[src/rtl/intersection_pkg.sv]
// Shared phase codes, default timings and lamp decode for the intersection scheduler.
package intersection_pkg;

    localparam logic [2:0] NS_G  = 3'd0;
    localparam logic [2:0] NS_Y  = 3'd1;
    localparam logic [2:0] AR_NS = 3'd2;
    localparam logic [2:0] EW_G  = 3'd3;
    localparam logic [2:0] EW_Y  = 3'd4;
    localparam logic [2:0] AR_EW = 3'd5;
    localparam logic [2:0] PED   = 3'd6;

    localparam int DEF_MIN_GREEN = 8;
    localparam int DEF_MAX_GREEN = 20;
    localparam int DEF_YELLOW    = 3;
    localparam int DEF_ALL_RED   = 2;
    localparam int DEF_WALK      = 6;
    localparam int DEF_CW        = 5;

    typedef enum logic {
        DIR_NS = 1'b0,
        DIR_EW = 1'b1
    } dir_t;

    typedef struct packed {
        logic ns_red;
        logic ns_yellow;
        logic ns_green;
        logic ew_red;
        logic ew_yellow;
        logic ew_green;
        logic walk;
    } lamps_t;

    // Moore lamp decode; any unknown phase code shows all red so the
    // one-lamp-per-direction invariant holds even while recovering.
    function automatic lamps_t decode_lamps(input logic [2:0] phase);
        lamps_t l;
        l = '{ns_red: 1'b1, ns_yellow: 1'b0, ns_green: 1'b0,
              ew_red: 1'b1, ew_yellow: 1'b0, ew_green: 1'b0, walk: 1'b0};
        case (phase)
            NS_G: begin l.ns_red = 1'b0; l.ns_green  = 1'b1; end
            NS_Y: begin l.ns_red = 1'b0; l.ns_yellow = 1'b1; end
            EW_G: begin l.ew_red = 1'b0; l.ew_green  = 1'b1; end
            EW_Y: begin l.ew_red = 1'b0; l.ew_yellow = 1'b1; end
            PED:  l.walk = 1'b1;
            default: ;
        endcase
        return l;
    endfunction

endpackage

[src/rtl/phase_timer.sv]
// Per-phase tick counter: synchronous clear, tick-enabled increment, saturating at MAX_COUNT.
module phase_timer #(
    parameter int CW        = 5,
    parameter int MAX_COUNT = 20
) (
    input  logic          clk,
    input  logic          reset,
    input  logic          clear,
    input  logic          tick,
    output logic [CW-1:0] count
);

    localparam logic [CW-1:0] MAX_C = CW'(MAX_COUNT);

    // NOTE: sequential state uses non-blocking assignments so every flop samples pre-edge values.
    always_ff @(posedge clk or posedge reset) begin
        if (reset) begin
            count <= '0;
        end else if (clear) begin
            count <= '0;
        end else if (tick && count != MAX_C) begin
            count <= count + CW'(1);
        end
    end

endmodule

[src/rtl/intersection_scheduler.sv]
// Two-way intersection controller with min/max green, yellow, all-red clearance and a pedestrian phase.
module intersection_scheduler
    import intersection_pkg::*;
#(
    parameter int MIN_GREEN = DEF_MIN_GREEN,
    parameter int MAX_GREEN = DEF_MAX_GREEN,
    parameter int YELLOW    = DEF_YELLOW,
    parameter int ALL_RED   = DEF_ALL_RED,
    parameter int WALK      = DEF_WALK,
    parameter int CW        = DEF_CW
) (
    input  logic       clk,
    input  logic       reset,
    input  logic       tick,
    input  logic       ns_car,
    input  logic       ew_car,
    input  logic       ped_req,
    output logic       ns_red,
    output logic       ns_yellow,
    output logic       ns_green,
    output logic       ew_red,
    output logic       ew_yellow,
    output logic       ew_green,
    output logic       walk,
    output logic [2:0] phase
);

    localparam logic [CW:0] MIN_T  = (CW+1)'(MIN_GREEN);
    localparam logic [CW:0] MAX_T  = (CW+1)'(MAX_GREEN);
    localparam logic [CW:0] YEL_T  = (CW+1)'(YELLOW);
    localparam logic [CW:0] AR_T   = (CW+1)'(ALL_RED);
    localparam logic [CW:0] WALK_T = (CW+1)'(WALK);

    logic [CW-1:0] timer;
    logic [CW:0]   t_next;
    logic [2:0]    next_phase;
    logic          timer_clear;
    logic          ped_pending;
    dir_t          last_green;
    lamps_t        lamps;

    phase_timer #(
        .CW        (CW),
        .MAX_COUNT (MAX_GREEN)
    ) u_timer (
        .clk   (clk),
        .reset (reset),
        .clear (timer_clear),
        .tick  (tick),
        .count (timer)
    );

    // One extra bit so t' stays exact when the timer sits saturated at MAX_GREEN.
    assign t_next = {1'b0, timer} + (CW+1)'(1);

    function automatic logic green_done(input logic [CW:0] t, input logic own_car,
                                        input logic demand);
        return demand && ((t >= MIN_T && !own_car) || t >= MAX_T);
    endfunction

    always_comb begin
        next_phase = phase;
        case (phase)
            NS_G:  if (tick && green_done(t_next, ns_car, ew_car | ped_pending)) next_phase = NS_Y;
            NS_Y:  if (tick && t_next == YEL_T) next_phase = AR_NS;
            AR_NS: if (tick && t_next == AR_T)  next_phase = ped_pending ? PED : EW_G;
            EW_G:  if (tick && green_done(t_next, ew_car, ns_car | ped_pending)) next_phase = EW_Y;
            EW_Y:  if (tick && t_next == YEL_T) next_phase = AR_EW;
            AR_EW: if (tick && t_next == AR_T)  next_phase = ped_pending ? PED : NS_G;
            PED:   if (tick && t_next == WALK_T)
                       next_phase = (last_green == DIR_NS) ? EW_G : NS_G;
            default: next_phase = NS_G;
        endcase
    end

    assign timer_clear = (next_phase != phase);

    always_ff @(posedge clk or posedge reset) begin
        if (reset) begin
            phase       <= NS_G;
            ped_pending <= 1'b0;
            last_green  <= DIR_NS;
        end else begin
            phase <= next_phase;
            // A press on the PED entry edge belongs to the next walk cycle.
            if (next_phase == PED && phase != PED) begin
                ped_pending <= ped_req;
            end else if (phase != PED && ped_req) begin
                ped_pending <= 1'b1;
            end
            if (next_phase == NS_G) begin
                last_green <= DIR_NS;
            end else if (next_phase == EW_G) begin
                last_green <= DIR_EW;
            end
        end
    end

    assign lamps     = decode_lamps(phase);
    assign ns_red    = lamps.ns_red;
    assign ns_yellow = lamps.ns_yellow;
    assign ns_green  = lamps.ns_green;
    assign ew_red    = lamps.ew_red;
    assign ew_yellow = lamps.ew_yellow;
    assign ew_green  = lamps.ew_green;
    assign walk      = lamps.walk;

endmodule

[config.mk]
export PLATFORM = sky130hd
export DESIGN_NAME = intersection_scheduler
export DESIGN_NICKNAME = d
export VERILOG_FILES = /design/src/rtl/intersection_pkg.sv /design/src/rtl/phase_timer.sv /design/src/rtl/intersection_scheduler.sv
export SDC_FILE = /design/constraint.sdc
export NUM_CORES = 1
export LEC_CHECK = 0
export CAP_MARGIN = 10
export CORE_ASPECT_RATIO = 0.8
export CORE_UTILIZATION = 45
export DETAILED_ROUTE_END_ITERATION = 10
export GPL_TIMING_DRIVEN = 0
export PLACE_DENSITY = 0.7
export SYNTH_ARGS = -nofsm -noshare
export SYNTH_HDL_FRONTEND = slang
export SYNTH_SLANG_ARGS = --single-unit
[constraint.sdc]
create_clock -name clk -period 5.3 [get_ports clk]
set_input_delay 1.06 -clock clk [delete_from_list [all_inputs] [get_ports clk]]
set_output_delay 1.06 -clock clk [all_outputs]
set_load 0.02 [all_outputs]
* After elaboration in Yosys (flattened, before gate mapping)
Cells that the tools add are included.
** Operators by class
- Add/subtract/negate cells :: 2
- Order comparisons :: 2
- Equal/unequal tests :: 14
- Multiplexer cells :: 24
- Bitwise logic cells :: 2
- Reduce and logical (&&, ||, !) cells :: 23
** Operator list (count)
- two-way mux 3 bit :: 9
- case mux 3 bit (7 select lines) :: 1
- equality test 3 bit (second input constant) :: 4
- equality test 6 x 2 -> 1 bit (second input constant) :: 2
- logical AND 1 bit :: 12
- two-way mux 1 bit :: 11
- two-way mux 5 bit :: 2
- equality test 3 x 2 -> 1 bit (second input constant) :: 3
- adder 5 x 1 -> 6 bit (second input constant) :: 1
- equality test 6 x 3 -> 1 bit (second input constant) :: 1
- greater-or-equal comparator 6 x 4 -> 1 bit (second input constant) :: 1
- greater-or-equal comparator 6 x 5 -> 1 bit (second input constant) :: 1
- logical NOT 3 bit :: 2
- nonzero test 2 bit :: 3
- adder 5 x 1 -> 5 bit (second input constant) :: 1
- != test 5 bit (second input constant) :: 1
- OR reduction 2 bit :: 2
- equality test 3 x 1 -> 1 bit (second input constant) :: 1
- != test 3 bit :: 1
- != test 3 bit (second input constant) :: 1
- logical NOT 1 bit :: 2
- logical OR 1 bit :: 2
- two-way mux 2 bit :: 1
- OR 1 bit :: 2
** Word-level totals
- Flip-flop bits (word level) :: 10
- Output and inout bits :: 10
- Logic and storage cells :: 71

* Longest topological paths before layout
- Word-level depth :: 11
- Mapped depth :: 8

* Hierarchy
From an unflattened synthesis, not the netlist that was laid out.
** Second synthesis, totals
- Cells, all modules :: 111
- Area total of the unflattened synthesis :: 892.1 µm²
** By module, submodules not included
- intersection_scheduler :: times used 1, cells an instance 82, area an instance 610.6 µm², sequential area each 125.1 µm²
- phase_timer :: times used 1, cells an instance 29, area an instance 281.5 µm², sequential area each 125.1 µm²

* Worst setup path after synthesis
No wires, ideal clock.
- Path type :: register -> output
- Start point :: register phase[0]
- End point :: output port ew_red
- Arrival :: 1.439 ns
- Slack :: 2.801 ns
- Stages on the path, launching flop included :: 6
- Cell sequence :: dfrtp_1 -> clkbuf_1 -> nand2_1 -> or2_2 -> inv_1 -> nor2_1
** Between the ends
- Longest elaborated chain between the ends :: 3
- Elaborated cells on any way between the ends :: 4
- Those cells by class :: 2 x eq/ne; 1 x mux; 1 x reduce/logical
** RTL lines
- start, declared :: line intersection_scheduler.sv:25 : output logic [2:0] phase
- start signal, assigned :: line intersection_scheduler.sv:84 : phase <= next_phase;
- equality test 3 bit / equality test 3 x 2 -> 1 bit (equally long branches) :: line intersection_pkg.sv:40 : case (phase)
- OR reduction 2 bit (no line) (*)
- two-way mux 1 bit (*) :: line intersection_pkg.sv:40
- end, declared :: line intersection_scheduler.sv:21 : output logic ew_red,
Every way passes the cells marked *; elsewhere a longest branch is shown, timed or not.

* Worst setup path after layout
- Start point :: register phase[0]
- End point :: output port ew_green
** Between the ends
- Longest elaborated chain between the ends :: 2
** RTL lines
- equality test 3 x 2 -> 1 bit :: line intersection_pkg.sv:40
- two-way mux 1 bit :: line intersection_pkg.sv:40
- end, declared :: line intersection_scheduler.sv:23 : output logic ew_green,
Every way passes these cells.

==> flow_summary.json <==
{
  "cts_inserted_buffers": 3,
  "crit_arrival_ns": 2.11,
  "achievable-frequency_ghz": 0.316,
  "p_per_area_mw_per_mm2": 437,
  "ant_nets": 0,
  "cts_setup_buffers": 0,
  "worstMarginPinSlew_ns": 0.423,
  "slew_headroom_pct": 71.8,
  "synth.avg_cell_area_um2": 8.42,
  "r2r_cells": 8,
  "drive_gt1_share_pct": 9.85,
  "cts_root_buf": "clkbuf_4",
  "path_max_fanout": 9,
  "max-vdd-ir-drop_uv": 313,
  "crit_path_end_kind": "output pin",
  "rows": 14,
  "portBuffers": 15,
  "post-route-min-period_ns": 3.17,
  "die-area_mm2": 0.00230,
  "grt_pass1_wl_um": 3680,
  "required_ns": 4.24,
  "final_cells": 156,
  "antenna-diode-count": 0,
  "max_stage_delay_ns": 0.63,
  "firstDrtPassIters": 4,
  "initial_core_util_pct": 49.4,
  "rsz0062_at_grt": "false",
  "cp-startpoint": "phase[0]$_DFF_PP0_",
  "syn-num-nets": 123,
  "postSynth.asyncResetShare_pct": 100,
  "synth_cell_types": 44,
  "syn_area_um2": 951,
  "dpl.cell_count": 152,
  "endpoint": "ew_green",
  "r2r_end": "u_timer.count[4]$_DFFE_PP0P_",
  "overflow": 0,
  "ys_seq_area_share_pct": 26.3,
  "nets": 143,
  "viasPerCell": 5.88,
  "synth-seq-cells": 10,
  "die_h_um": 43.1,
  "antenna_found_initial": 0,
  "grtUsageTotal_pct": 22.0,
  "rrSetupSlack_ns": 2.88,
  "clk_latency_ns": 0.26,
  "synthFlopType": "dfrtp_1",
  "drt-wirelength-per-cell_um": 14.7,
  "grt_pass1_vias": 844,
  "crit_chain": "clkbuf_1, nand2_1, or2_2, inv_1, clkdlybuf4s50_1",
  "hpwl_um": 1790,
  "drc": 0,
  "vias": 917,
  "drtIter0Drc": 36,
  "post-route-period-util_pct": 59.7,
  "io_pins": 16,
  "max-cap-violations": 0,
  "skew_ns": 0.00181,
  "place_congestion": 0.848,
  "syn_inst": 113,
  "die-width_um": 53.4,
  "htreeDepth": 1,
  "cts_sinks": 10,
  "cts_resized": 0,
  "clock_path_buffers": 2,
  "final_hold_viol_count": 0,
  "cts_tree": "done",
  "slowest_stage": "clkdlybuf4s50_1",
  "clkSlewWorstSetupHoldPaths_ns": 0.07,
  "maxSlewViolCount": 0,
  "cts_hold_buffers": 0,
  "setup-violations-final": 0,
  "wl_um": 2300,
  "coreArea_mm2": 0.00193,
  "yosysWarnings": 0,
  "status": "complete, no violations",
  "leakage_uw": 0.000500,
  "grt_max_degree": 11,
  "setup_tns_ns": 0,
  "reg2reg_from": "u_timer.count[0]$_DFFE_PP0P_",
  "critPathLaunchType": "flip-flop",
  "area_growth_pct": 22.8,
  "worst-setup-path-type": "reg -> out",
  "synth_edf_count": 0,
  "hp-class": "reg -> reg"
}
-- cells in the final DEF, fill, tap and decap left out, drive strengths merged, types with 4 or more instances in the layout --
cell type / instances
clkdlybuf4s50: 15
inv: 10
dfrtp: 10
nand2: 8
nand3: 7
a211oi: 7
nor2: 7
clkbuf: 6
nand2b: 5
nand4: 4
ha: 4
-- power breakdown --
part | leakage, uW | switching [uW] | total (uW) | internal, uW
combinational | 0.000348 | 179 | 316 | 137
clock | 0.0000210 | 27.1 | 68.8 | 41.7
sequential | 0.000130 | 29.3 | 126 | 96.3
-- worst max-delay path, delay by kind of cell (launching register included) --
kind,cells,cell delay (ns)
buf+inv,3,1.11
flops,1,0.35
simple gates,2,0.37
-- flip-flops by register name, summed over array words and instances, names as in the netlist --
| name | cells |
|---|---|
| last_green | 1 |
| phase | 3 |
| u_timer.count | 5 |
| ped_pending | 1 |
-- how the worst min path moves through the flow --
stage | start | to | cells after the start
2_1_floorplan | last_green$_DFFE_PP0P_ | last_green$_DFFE_PP0P_ | 1
3_3_place_gp | last_green$_DFFE_PP0P_ | last_green$_DFFE_PP0P_ | 1
3_5_place_dp | last_green$_DFFE_PP0P_ | last_green$_DFFE_PP0P_ | 1
4_1_cts | last_green$_DFFE_PP0P_ | last_green$_DFFE_PP0P_ | 1
5_1_grt | last_green$_DFFE_PP0P_ | last_green$_DFFE_PP0P_ | 1
6_report | last_green$_DFFE_PP0P_ | last_green$_DFFE_PP0P_ | 1
-- synth_stat cells, types with 2 or more instances --
library cell	instances	area, um2
a211oi_1	7	52.6
ha_1	4	50.1
o211ai_1	2	15.0
dfrtp_1	10	250
xnor2_1	3	26.3
clkbuf_1	2	7.51
a21boi_1	2	15.0
a22o_1	2	17.5
nand3_1	7	35.0
inv_1	10	37.5
and3_1	2	12.5
a41o_1	2	20.0
xor2_1	2	17.5
buf_2	2	10.0
nor3b_1	2	15.0
o32a_1	2	20.0
o21ai_0	2	10.0
a21oi_1	2	10.0
mux2i_1	2	20.0
or2_2	2	12.5
nand4_1	4	25.0
nand2_1	8	30.0
nor2_1	7	26.3
nand2b_1	5	31.3
-- cell type report --
| class | instances | area (um2) |
|---|---|---|
| fill | 177 | 759 |
| sequential | 10 | 250 |
| buffer | 5 | 28.8 |
| inverter | 10 | 37.5 |
| multi-input combinational | 88 | 634 |
| tap | 24 | 30.0 |
| timing repair buffer | 15 | 150 |
| clock buffer | 4 | 36.3 |
-- kinds of logic after synthesis --
| kind of cell | Yosys count | share of synthesized area (%) |
|---|---|---|
| XOR/XNOR | 5 | 4.61 |
| multiplexers | 2 | 2.11 |
| buffers and inverters | 15 | 6.97 |
| flip-flops | 10 | 26.3 |
| adder cells (fa/ha/maj) | 4 | 5.26 |
| AO/OA/AOI/OAI | 32 | 28.6 |
| AND/OR/NAND/NOR | 45 | 26.2 |
-- metrics by stage --
step	setup slack, ns	hold slack (ns)	cell area (um2)	utilization [%]	power, uW
after global routing	2.00	0.634	1170	60.6	548
after floorplan	2.80	0.503	951	-	330
after detailed placement	2.02	0.564	1130	58.7	440
final	2.13	0.584	1170	60.6	511
after CTS	2.13	0.582	1170	60.6	512
after global placement	2.01	0.550	1130	58.7	437
-- layer usage --
| layer | wire (um) | vias to the layer above | track usage (%) |
|---|---|---|---|
| met2 | 959 | 28 | 32.3 |
| met4 | 10 | 0 | 6.84 |
| met5 | 0 | - | 0 |
| li1 | - | 462 | - |
| met1 | 1230 | 425 | 32.3 |
| met3 | 99 | 2 | 3.94 |
(Power assumes the default switching activity.)
